$ cat config.mk
export PLATFORM = sky130hd
export DESIGN_NAME = bit_serializer
export DESIGN_NICKNAME = d
export VERILOG_FILES = /design/src/rtl/bit_serializer.sv
export SDC_FILE = /design/constraint.sdc
export NUM_CORES = 1
export LEC_CHECK = 0
export BUFFER_PORTS_ARGS = -buffer_cell sky130_fd_sc_hd__buf_4
export CAP_MARGIN = 20
export CORE_UTILIZATION = 52
export DETAILED_ROUTE_END_ITERATION = 10
export GPL_ROUTABILITY_DRIVEN = 0
export GPL_TIMING_DRIVEN = 1
export HOLD_SLACK_MARGIN = 0.08
export MAX_ROUTING_LAYER = met4
export PLACE_DENSITY = 0.72
export SLEW_MARGIN = 20
export SYNTH_ARGS = -nofsm -noshare
export SYNTH_HDL_FRONTEND = slang
export SYNTH_SLANG_ARGS = --single-unit
$ cat constraint.sdc
create_clock -name clk -period 2.1 [get_ports clk]
set_input_delay 0.315 -clock clk [delete_from_list [all_inputs] [get_ports clk]]
set_output_delay 0.315 -clock clk [all_outputs]
set_load 0.01 [all_outputs]
$ cat src/rtl/bit_serializer.sv
// Parallel-to-serial front end: accepts WIDTH-bit words over valid/ready and
// shifts them out one bit per clk, with optional idle gap and seamless streaming.
module bit_serializer #(
    parameter int unsigned WIDTH      = 8,
    parameter bit          MSB_FIRST  = 1'b1,
    parameter int unsigned GAP_CYCLES = 0,
    parameter bit          IDLE_LEVEL = 1'b0
) (
    input  logic             clk,
    input  logic             reset,
    input  logic [WIDTH-1:0] s_data,
    input  logic             s_valid,
    output logic             s_ready,
    output logic             ser_out,
    output logic             ser_valid,
    output logic             word_done,
    output logic             busy
);

    localparam int unsigned CW = $clog2(WIDTH);
    localparam int unsigned GW = 4;

    typedef enum logic [1:0] {
        ST_IDLE,
        ST_SHIFT,
        ST_GAP
    } state_e;

    state_e           state_q, state_d;
    logic [WIDTH-1:0] shreg_q, shreg_d;
    logic [CW-1:0]    bit_cnt_q, bit_cnt_d;
    logic [GW-1:0]    gap_cnt_q, gap_cnt_d;
    logic             ser_out_q, ser_out_d;
    logic             ser_valid_q, ser_valid_d;
    logic             word_done_q, word_done_d;
    logic             busy_q, busy_d;

    logic             last_bit;
    logic             handshake;

    assign last_bit  = (bit_cnt_q == CW'(WIDTH - 1));

    // Ready in IDLE, or on the last bit when streaming without a gap.
    assign s_ready   = !reset && ((state_q == ST_IDLE) ||
                       ((state_q == ST_SHIFT) && last_bit && (GAP_CYCLES == 0)));
    assign handshake = s_valid && s_ready;

    always_ff @(posedge clk or posedge reset) begin
        if (reset) begin
            state_q     <= ST_IDLE;
            shreg_q     <= '0;
            bit_cnt_q   <= '0;
            gap_cnt_q   <= '0;
            ser_out_q   <= IDLE_LEVEL;
            ser_valid_q <= 1'b0;
            word_done_q <= 1'b0;
            busy_q      <= 1'b0;
        end else begin
            state_q     <= state_d;
            shreg_q     <= shreg_d;
            bit_cnt_q   <= bit_cnt_d;
            gap_cnt_q   <= gap_cnt_d;
            ser_out_q   <= ser_out_d;
            ser_valid_q <= ser_valid_d;
            word_done_q <= word_done_d;
            busy_q      <= busy_d;
        end
    end

    always_comb begin
        state_d     = state_q;
        shreg_d     = shreg_q;
        bit_cnt_d   = bit_cnt_q;
        gap_cnt_d   = gap_cnt_q;
        ser_out_d   = IDLE_LEVEL;
        ser_valid_d = 1'b0;
        word_done_d = 1'b0;
        busy_d      = 1'b0;

        case (state_q)
            ST_IDLE: begin
                if (handshake) begin
                    state_d   = ST_SHIFT;
                    shreg_d   = s_data;
                    bit_cnt_d = '0;
                end
            end
            ST_SHIFT: begin
                if (last_bit) begin
                    if (handshake) begin
                        shreg_d   = s_data;
                        bit_cnt_d = '0;
                    end else if (GAP_CYCLES != 0) begin
                        state_d   = ST_GAP;
                        gap_cnt_d = '0;
                    end else begin
                        state_d   = ST_IDLE;
                    end
                end else begin
                    bit_cnt_d = bit_cnt_q + CW'(1);
                    if (MSB_FIRST) shreg_d = {shreg_q[WIDTH-2:0], 1'b0};
                    else           shreg_d = {1'b0, shreg_q[WIDTH-1:1]};
                end
            end
            ST_GAP: begin
                if (gap_cnt_q == GW'(GAP_CYCLES - 1)) state_d = ST_IDLE;
                else                                  gap_cnt_d = gap_cnt_q + GW'(1);
            end
            default: state_d = ST_IDLE;
        endcase

        // Output flops take the bit that the next cycle presents.
        ser_valid_d = (state_d == ST_SHIFT);
        if (ser_valid_d) ser_out_d = MSB_FIRST ? shreg_d[WIDTH-1] : shreg_d[0];
        word_done_d = (state_d == ST_SHIFT) && (bit_cnt_d == CW'(WIDTH - 1));
        busy_d      = (state_d != ST_IDLE);
    end

    assign ser_out   = ser_out_q;
    assign ser_valid = ser_valid_q;
    assign word_done = word_done_q;
    assign busy      = busy_q;

endmodule

==> metrics.md, run 1 <==
| Metric | Value |
|---|---|
| Outcome | finished with violations |
| Violated checks | DRC |
| Post-synth EDFFs | 0 |
| Setup crit end | s_ready |
| CTS tree | done |
| Core footprint | 0.00156 mm^2 |
| Cell variety after synth | 30 |
| Sw power | 465 uW |
| # setup viols final | 0 |
| Worst min-delay path class | input port to flop |
| H-tree levels | 1 |
| WS Path Type | flop to output pin |
| Min cycle time layout | 1.92 ns |
| Commonest cells after routing, fill and taps aside | dfrtp_1 (20), buf_4 (16), nand2b_1 (6) |
| Number of register bits inferred by synthesis | 20 |
| R2R Path End | bit_cnt_q[0] |
| Cell Area, Synth | 898 um^2 |
| Share of power burned in registers | 39.3% |
| Synth top area share | 55.7% |
| FF/Latch Area | 500 um^2 |
| First-pass GRT wire length | 2930 um |
| Most common flop cell mapped by yosys | dfrtp_1 |
| Met3 wire length | 81 um |
| Met2 wire len | 710 um |
| Power density over the cells | 1370 mW/mm^2 |
| Utilization after layout | 70.6% |
| Sequential share of the synthesized area | 55.7% |
| Part of the power in the clock network | 20.1% |
| R2R Path Start | bit_cnt_q[0] |
| Post-CTS Setup Inserts | 0 |
| CTS Buffer Depth | 2 |
| Largest net degree at the start of global routing | 21 |
| Synth warn | 0 |
| Vias in the first global route | 647 |
| Fmax | 0.520 GHz |
| Max FO, Critical Path | 3 |
| Slowest CP cell | dfrtp_1 |
| Critical path's top delay family | adder cells |
| Peak VDD IR | 0.938 mV |
| Fin crit share | 91.6% |
| Dpl hpwl | 1180 um |
| CTS buffer count | 3 |
| Critical Path Most Common Cell | ha_1 |
| Hold Vio Cnt, Final | 0 |
| Combinational Power Share | 40.7% |
| Clk_skew | 0.00593 ns |
| Critical Path Start Type | flop |
| Leading area contributor after synthesis | dfrtp_1 |
| Initial Util | 57.6% |
| GRT Overall Usage | 22.3% |
| Via density | 5.75 |
| Register-to-Register Setup Slack | 0.43 ns |
| Routed WL | 1640 um |
| Slew margin rel. | 73.6% |
| Worst-Skew Late Latency | 0.29 ns |
| CP required | 1.78 ns |
| Multi-input logic area | 377 um^2 |
| DR top layer | met4 |
| Die area | 0.00190 mm^2 |
| Via count | 609 |
| Int Pwr | 1040 uW |
| Async set-reset flop share out of synthesis | 100% |
| Die Y-Extent | 43.6 um |
| Total gr overflow | 0 |
| Nets | 105 |
| Commonest non-fill, non-tap cell in the layout | dfrtp_1 |
| Switching fraction of total power | 30.9% |
| DRC viols | 6 |
| DR WL/cell | 15.5 um |
| Row count | 14 |
| Max incr delay on CP | 0.41 ns |
| P_leak | 0.000537 uW |
| WP buf/inv | 1 |
| Critical Path AT | 1.61 ns |
| Share of post-route cells with drive strength above 1 | 34.4% |
| Synth area leaders | dfrtp_1 (56%), o221a_1 (6.3%), ha_1 (4.2%) |
| Max_cap viols | 0 |
| Synth Instances | 70 |
| Remaining antenna violation count | 0 |
| Drt pass-1 iters | 7 |
| Post-Syn Nets | 84 |
| Worst-Margin Slew | 0.396 ns |
| FF-to-FF path depth | 5 |
| Syn-to-layout area delta | 22.6% |
| # IOs | 16 |
| Root Buffer | clkbuf_4 |
| Nature of the critical path endpoint | output pin |
| RSZ-0062 raised after global routing | false |
| Initial antenna violation count | 0 |
| Initial DRC Count | 12 |
| Final Max Slew Viols | 0 |
| Crit. Startpoint | bit_cnt_q[0] |
| Die width | 43.6 um |
| N_diodes | 0 |
| CP cell instances | ha_1 -> ha_1 -> nor2b_2 -> nor3_2 -> buf_4 |
| Clk sink count | 20 |
| Port buffer count | 15 |
| Cell count along the critical path | 5 |
| Fillers | 104 |
| DRT met1 WL | 836 um |
| Fin Setup TNS | 0 ns |
| Syn Area/Cell | 12.8 um^2 |
| Clock Pin Slew Worst Setup and Hold Paths | 0.11 ns |
power by group through the flow:
stage	logic, uW	registers (uW)	clock network, uW
3_3_place_gp	580	600	0
5_1_grt	682	607	337
4_1_cts	608	590	316
2_1_floorplan	407	606	0
3_5_place_dp	598	599	0
6_report	612	591	302
Yosys cell counts, types with 2 or more instances:
library cell	instances
nor3_1	2
nand2b_1	6
a22o_1	2
nand4_1	2
inv_1	3
nor2b_1	2
dfrtp_1	20
ha_1	3
o221a_1	5
a21oi_1	2
nand2_1	3
nand3_1	2
kinds of logic after synthesis:
| family | count (synthesis) | synth area share [%] |
|---|---|---|
| adder cells (fa/ha/maj) | 3 | 4.18 |
| buffers and inverters | 6 | 3.20 |
| AO/OA/AOI/OAI | 13 | 13.6 |
| flip-flops | 20 | 55.7 |
| multiplexers | 3 | 4.18 |
| AND/OR/NAND/NOR | 24 | 18.1 |
| XOR/XNOR | 1 | 0.975 |
repair_timing:
| item | in CTS | in global routing |
|---|---|---|
| setup endpoints to repair | 0 | 1 |
| hold endpoints to repair | 20 | 0 |
| gates resized for setup | 0 | 2 |
| hold buffers | 1 | 0 |
state kept, by name (all words and copies together), names as in the netlist:
register and count:
shreg_q 7, gap_cnt_q 4, bit_cnt_q 3, state_q 2
busy 1, ser_out 1, ser_valid 1, word_done 1
stage by stage:
stage                     worst slack [ns]  power [uW]  hold WS (ns)  instances  area [um^2]
after floorplan                      0.542        1010         0.287         70          898
after global placement               0.503        1180         0.408        101         1030
after detailed placement             0.457        1200         0.406        101         1030
after CTS                           0.0955        1510         0.272        106         1090
after global routing                0.0650        1630         0.261        106         1100
final                                0.177        1510         0.287        106         1100
per-layer routing:
metal,vias to the layer above,global-route usage [%]
li1,295,-
met1,296,29.0
met2,16,32.8
met3,2,7.92
met4,0,6.88
met5,-,-
how the worst min path moves through the flow:
stage / to / cells after the start / from / slack (ns)
3_5_place_dp: shreg_q[1] / 3 / reset / 0.41
6_report: shreg_q[0] / 2 / s_data[0] / 0.29
2_1_floorplan: bit_cnt_q[0] / 1 / reset / 0.29
4_1_cts: shreg_q[6] / 2 / s_data[6] / 0.27
5_1_grt: shreg_q[0] / 2 / s_data[0] / 0.26
3_3_place_gp: shreg_q[1] / 3 / reset / 0.41
cell type report:
type	count	share of cell area, %
flip-flops and latches	20	45.5
multi-input cells	44	34.2
repair buffers	17	11.8
clock inverters	1	2.73
clock buffers	3	2.05
inverters	5	1.93
well taps	16	1.82
No activity file was read; power rests on OpenSTA's default activity.
==> run 2, diff against run 1 <==
--- a/config.mk
+++ b/config.mk
@@ -7,13 +7,14 @@
 export LEC_CHECK = 0
 export BUFFER_PORTS_ARGS = -buffer_cell sky130_fd_sc_hd__buf_4
 export CAP_MARGIN = 20
-export CORE_UTILIZATION = 52
+export CORE_UTILIZATION = 56
+export CTS_BUF_LIST = sky130_fd_sc_hd__clkbuf_8
 export DETAILED_ROUTE_END_ITERATION = 10
 export GPL_ROUTABILITY_DRIVEN = 0
 export GPL_TIMING_DRIVEN = 1
 export HOLD_SLACK_MARGIN = 0.08
 export MAX_ROUTING_LAYER = met4
-export PLACE_DENSITY = 0.72
+export PLACE_DENSITY = 0.77
 export SLEW_MARGIN = 20
 export SYNTH_ARGS = -nofsm -noshare
 export SYNTH_HDL_FRONTEND = slang
==> run 2 against run 1 <==
Compared with the run above:
- the run still ends with DRC left
- clock power down 4%
- highest routed layer unchanged
- setup slack improved by 0.0064 ns
- total power is 1.1% lower
- global-route usage increased by 0.36 points
- sequential cell count unchanged
- final area decreased by 1.4%
- fmax rose by 0.33%
- register-to-register slack about the same
==> metrics.md, run 2 (synthesis gave the netlist of run 1 again) <==
| Metric | Value |
|---|---|
| Outcome | finished with violations |
| Violated checks | DRC |
| Max incr delay on CP | 0.41 ns (about the same) |
| Total gr overflow | 0 (unchanged) |
| Drt pass-1 iters | 7 (unchanged) |
| Row count | 14 (unchanged) |
| Dpl hpwl | 1210 um (+2.9%) |
| Fmax | 0.522 GHz (+0.33%) |
| Nets | 104 (-0.95%) |
| Fin crit share | 91.3% (-0.31 points) |
| GRT Overall Usage | 22.7% (+0.36 points) |
| H-tree levels | 1 (unchanged) |
| Pre-CTS setup slack | 0.461 ns (+0.00372 ns) |
| DRC viols | 1 (-5) |
| P_leak | 0.000530 uW (-1.4%) |
| Post-CTS Setup Inserts | 0 (unchanged) |
| Crit. Startpoint | bit_cnt_q[0] |
| Final Worst Setup Slack | 0.183 ns (+0.00642 ns) |
| CTS buffer count | 3 (unchanged) |
| Largest net degree at the start of global routing | 21 (unchanged) |
| Critical Path Start Type | flop |
| CP required | 1.78 ns (about the same) |
| Core footprint | 0.00151 mm^2 (-3.4%) |
| WS Path Type | flop to output pin |
| Commonest non-fill, non-tap cell in the layout | dfrtp_1 |
| Routed WL | 1680 um (+2.2%) |
| CTS tree | done |
| Root Buffer | clkbuf_8 |
| Tot Pwr | 1490 uW (-1.1%) |
| Top reg by flops | shreg_q |
| RSZ-0062 raised after global routing | false |
| Max FO, Critical Path | 3 (unchanged) |
| Min cycle time layout | 1.92 ns (-0.00641 ns) |
| Via count | 604 (-0.82%) |
| R2R Path Start | bit_cnt_q[0] |
| CP cell instances | ha_1 -> ha_1 -> nor2b_1 -> nor3_1 -> buf_4 |
| # setup viols final | 0 (unchanged) |
| Hold Vio Cnt, Final | 0 (unchanged) |
| Via density | 5.75 (+0.12%) |
| Initial Util | 59.6% (+2.0 points) |
| Clk sink count | 20 (unchanged) |
| CTS resizes | 0 (unchanged) |
| Post-CTS Hold Fix Bufs | 0 (-1) |
| Slew margin rel. | 73.7% (about the same) |
| Initial antenna violation count | 0 (unchanged) |
| Commonest cells after routing, fill and taps aside | dfrtp_1 (20), buf_4 (16), nand2b_1 (6) |
| Final Max Slew Viols | 0 (unchanged) |
| Die Y-Extent | 42.1 um (-3.5%) |
| Syn-to-layout area delta | 20.9% |
| Initial DRC Count | 11 (-1) |
| Share of post-route cells with drive strength above 1 | 32.6% (-1.9 points) |
| Die area | 0.00177 mm^2 (-6.8%) |
| Remaining antenna violation count | 0 (unchanged) |
| Max_cap viols | 0 (unchanged) |
| N_diodes | 0 (unchanged) |
| # IOs | 16 (unchanged) |
| Power density over the cells | 1370 mW/mm^2 (+0.28%) |
| First-pass GRT wire length | 2950 um (+0.72%) |
| Worst-Margin Slew | 0.395 ns (-0.00106 ns) |
| CTS Buffer Depth | 2 (unchanged) |
| Placed Area | 0.00103 mm^2 (unchanged) |
| Vias in the first global route | 666 (+2.9%) |
| Slowest CP cell | dfrtp_1 |
| Critical Path AT | 1.60 ns (about the same) |
| Critical Path Most Common Cell | ha_1 |
| Worst min-delay path class | input port to asynchronous set/reset pin |
| Max reg flops | 7 (unchanged) |
| Nature of the critical path endpoint | output pin |
| Die width | 42.1 um (-3.5%) |
| Worst-Skew Late Latency | 0.25 ns (-0.04 ns) |
| Peak VDD IR | 1.06 mV (+13%) |
| Layout Cell Area excl Fill | 0.00109 mm^2 (-1.4%) |
| Clk_skew | 0.00381 ns (-0.00212 ns) |
| Largest regs | shreg_q: 7 flops, gap_cnt_q: 4 flops, bit_cnt_q: 3 flops |
| Port buffer count | 15 (unchanged) |
| Fin Setup TNS | 0 ns (unchanged) |
| Clock Pin Slew Worst Setup and Hold Paths | 0.08 ns (-0.03 ns) |
| DR WL/cell | 16.0 um (+3.2%) |
run 2: final timing paths:
kind	endpoint	cells past startpoint	slack (ns)
setup / recovery	s_ready	5	0.18
hold / removal	shreg_q[1]	3	0.13
setup reg to reg	bit_cnt_q[0]	5	0.44
hold reg to reg	shreg_q[0]	1	0.50
max in group asynchronous	state_q[1]	3	1.76
min in group clk	shreg_q[0]	2	0.32
run 2: metrics by stage:
step	hold WS (ns)	cells	util [%]
3_5_place_dp	0.405	101	68.4
4_1_cts	0.132	105	72.1
3_3_place_gp	0.404	101	68.4
5_1_grt	0.163	105	72.1
6_report	0.134	105	72.1
2_1_floorplan	0.287	70	-
run 2: power breakdown:
part | total (uW) | internal [uW] | leakage, uW | switching (uW)
Clock | 289 | 166 | 0.0000288 | 123
Combinational | 600 | 316 | 0.000255 | 284
Sequential | 600 | 526 | 0.000246 | 74.1
Total | 1490 | 1010 | 0.000530 | 481
run 2: worst max-delay path: cells and delay by family (launching register included):
family / cells / cell delay (ns)
adder cells (fa/ha/maj): 2 / 0.45
buffers and inverters: 1 / 0.16
flip-flops: 1 / 0.41
AND/OR/NAND/NOR: 2 / 0.33
run 2: area by class of cell:
cell class | count | area [um^2]
tap | 16 | 20.0
multi-input combinational | 44 | 369
clock buffer | 4 | 55.1
fill | 110 | 420
inverter | 5 | 21.3
sequential | 20 | 500
timing repair buffer | 16 | 120
run 2: layer usage:
layer	wire length [um]	track usage (%)
met1	828	31.1
met2	805	36.9
met3	31	2.59
met4	9	5.63
met5	0	-
==> run 3, diff against run 2 <==
--- a/config.mk
+++ b/config.mk
@@ -7,14 +7,14 @@
 export LEC_CHECK = 0
 export BUFFER_PORTS_ARGS = -buffer_cell sky130_fd_sc_hd__buf_4
 export CAP_MARGIN = 20
-export CORE_UTILIZATION = 56
+export CORE_UTILIZATION = 40
 export CTS_BUF_LIST = sky130_fd_sc_hd__clkbuf_8
 export DETAILED_ROUTE_END_ITERATION = 10
 export GPL_ROUTABILITY_DRIVEN = 0
 export GPL_TIMING_DRIVEN = 1
 export HOLD_SLACK_MARGIN = 0.08
 export MAX_ROUTING_LAYER = met4
-export PLACE_DENSITY = 0.77
+export PLACE_DENSITY = 0.57
 export SLEW_MARGIN = 20
 export SYNTH_ARGS = -nofsm -noshare
 export SYNTH_HDL_FRONTEND = slang
==> run 3 against run 2 <==
Compared with the run above:
- the run now ends clean
- die area up 38%
- sequential share of layout area down 1.2 points
- total power rose by 4.7%
- setup slack improved by 0.040 ns
- first-iteration DRC count decreased by 27%
- via count is 2.2% lower
- global-route usage down 7.6 points
- final cell count is 10% higher
- critical path type unchanged
- critical endpoint unchanged
==> metrics.md, run 3 (synthesis gave the netlist of run 1 again) <==
| Metric | Value |
|---|---|
| Crit. Startpoint | bit_cnt_q[0] |
| Post-CTS Setup Inserts | 0 (unchanged) |
| Fin crit share | 89.4% (-1.9 points) |
| Post-CTS Hold Fix Bufs | 0 (unchanged) |
| CP cell instances | ha_1 -> ha_1 -> nor2b_1 -> nor3_1 -> buf_4 |
| Commonest non-fill, non-tap cell in the layout | dfrtp_1 |
| CTS buffer count | 3 (unchanged) |
| Nets | 104 (unchanged) |
| Die Y-Extent | 49.4 um (+17%) |
| Critical Path AT | 1.56 ns (-0.04 ns) |
| P_leak | 0.000537 uW (+1.3%) |
| DR WL/cell | 12.7 um (-21%) |
| Slowest CP cell | dfrtp_1 |
| CP required | 1.78 ns (about the same) |
| # IOs | 16 (unchanged) |
| CTS tree | done |
| GRT Overall Usage | 15.1% (-7.6 points) |
| Root Buffer | clkbuf_8 |
| Nature of the critical path endpoint | output pin |
| Min cycle time layout | 1.88 ns (-0.0396 ns) |
| Dpl hpwl | 1040 um (-14%) |
| Commonest cells after routing, fill and taps aside | dfrtp_1 (20), buf_4 (16), nand2b_1 (6) |
| Vias in the first global route | 558 (-16%) |
| Register-to-Register Setup Slack | 0.46 ns (+0.02 ns) |
| Core footprint | 0.00204 mm^2 (+36%) |
| Routed WL | 1470 um (-12%) |
| Worst min-delay path class | input port to asynchronous set/reset pin |
| CTS Buffer Depth | 2 (unchanged) |
| DRC viols | 0 (-1) |
| Via count | 591 (-2.2%) |
| H-tree levels | 1 (unchanged) |
| Via density | 5.09 (-11%) |
| FF-to-FF path depth | 5 (unchanged) |
| Die area | 0.00244 mm^2 (+38%) |
| Remaining antenna violation count | 0 (unchanged) |
| Drt pass-1 iters | 4 (-3) |
| Clk sink count | 20 (unchanged) |
| N_diodes | 0 (unchanged) |
| Outcome | completed |
| Total gr overflow | 0 (unchanged) |
| Die width | 49.4 um (+17%) |
| Setup crit end | s_ready |
| Clock Pin Slew Worst Setup and Hold Paths | 0.07 ns (about the same) |
| First-pass GRT wire length | 2610 um (-12%) |
| Critical Path Start Type | flop |
| Max_cap viols | 0 (unchanged) |
| Row count | 16 (+2) |
| Hold Vio Cnt, Final | 0 (unchanged) |
| Share of post-route cells with drive strength above 1 | 32.6% (unchanged) |
| WS Path Type | flop to output pin |
| R2R Path End | bit_cnt_q[0] |
| Fmax | 0.533 GHz (+2.1%) |
| Clk_skew | 0.00306 ns (-0.000744 ns) |
| Peak VDD IR | 0.860 mV (-19%) |
| CTS resizes | 0 (unchanged) |
| Max FO, Critical Path | 3 (unchanged) |
| R2R Path Start | bit_cnt_q[0] |
| Fin Setup TNS | 0 ns (unchanged) |
| Tot Pwr | 1560 uW (+4.7%) |
| Port buffer count | 15 (unchanged) |
| Max reg flops | 7 (unchanged) |
| Largest regs | shreg_q: 7 flops, gap_cnt_q: 4 flops, bit_cnt_q: 3 flops |
| Initial Util | 44.0% (-16 points) |
| Syn-to-layout area delta | 24.2% |
| Initial DRC Count | 8 (-3) |
| Fillers | 178 (+62%) |
| Final Max Slew Viols | 0 (unchanged) |
| Top reg by flops | shreg_q |
| Largest net degree at the start of global routing | 21 (unchanged) |
| # setup viols final | 0 (unchanged) |
| Worst-Margin Slew | 0.417 ns (+0.0224 ns) |
| RSZ-0062 raised after global routing | false |
| Max incr delay on CP | 0.40 ns (about the same) |
| Worst-Skew Late Latency | 0.25 ns (about the same) |
| Critical Path Most Common Cell | ha_1 |
| Initial antenna violation count | 0 (unchanged) |
| Power density over the cells | 1400 mW/mm^2 (+1.8%) |
| Slew margin rel. | 72.2% (-1.5 points) |
## run 3: cell count changes in the layout (fill, tap and decap cells not counted), sizes merged
cell    change
bufinv      +1
clkbuf      -1
## run 3: area by class of cell
class	instances	area (um^2)	share of cell area [%]
tap	27	33.8	3.03
clock buffer	3	41.3	3.70
clock inverter	1	30.0	2.69
sequential	20	500	44.8
timing repair buffer	16	120	10.8
multi-input combinational	44	369	33.1
inverter	5	21.3	1.91
## run 3: per-stage QoR
step	cell area, um^2	util (%)	setup WS (ns)	hold slack (ns)	cells
floorplan	898	-	0.542	0.287	70
global placement	1040	51.2	0.492	0.415	112
detailed placement	1040	51.2	0.467	0.405	112
CTS	1120	54.7	0.208	0.126	116
global route	1120	54.7	0.0813	0.142	116
finish	1120	54.7	0.223	0.124	116
## run 3: worst min path at each step
stage | to | cells past startpoint | slack (ns) | start
2_1_floorplan | bit_cnt_q[0] | 1 | 0.29 | reset
3_3_place_gp | shreg_q[0] | 3 | 0.41 | reset
3_5_place_dp | shreg_q[1] | 3 | 0.40 | reset
4_1_cts | state_q[0] | 3 | 0.13 | reset
5_1_grt | state_q[0] | 3 | 0.14 | reset
6_report | state_q[0] | 3 | 0.12 | reset
## run 3: worst max-delay path, delay by kind of cell, from the launching register on
| kind | cells | cell delay, ns |
|---|---|---|
| adder cells (fa/ha/maj) | 2 | 0.43 |
| AND/OR/NAND/NOR | 2 | 0.31 |
| buffers and inverters | 1 | 0.16 |
| flip-flops | 1 | 0.40 |
## run 3: report_power, final
| group | switching [uW] | internal, uW | leakage (uW) |
|---|---|---|---|
| Sequential | 68.6 | 526 | 0.000246 |
| Combinational | 274 | 316 | 0.000255 |
| Clock | 120 | 254 | 0.0000357 |
## run 3: routing by layer
metal,GRT usage [%],part of all wire [%]
met5,-,0
met4,4.29,0.75
met3,6.23,5.9
met2,21.2,42
met1,20.0,52
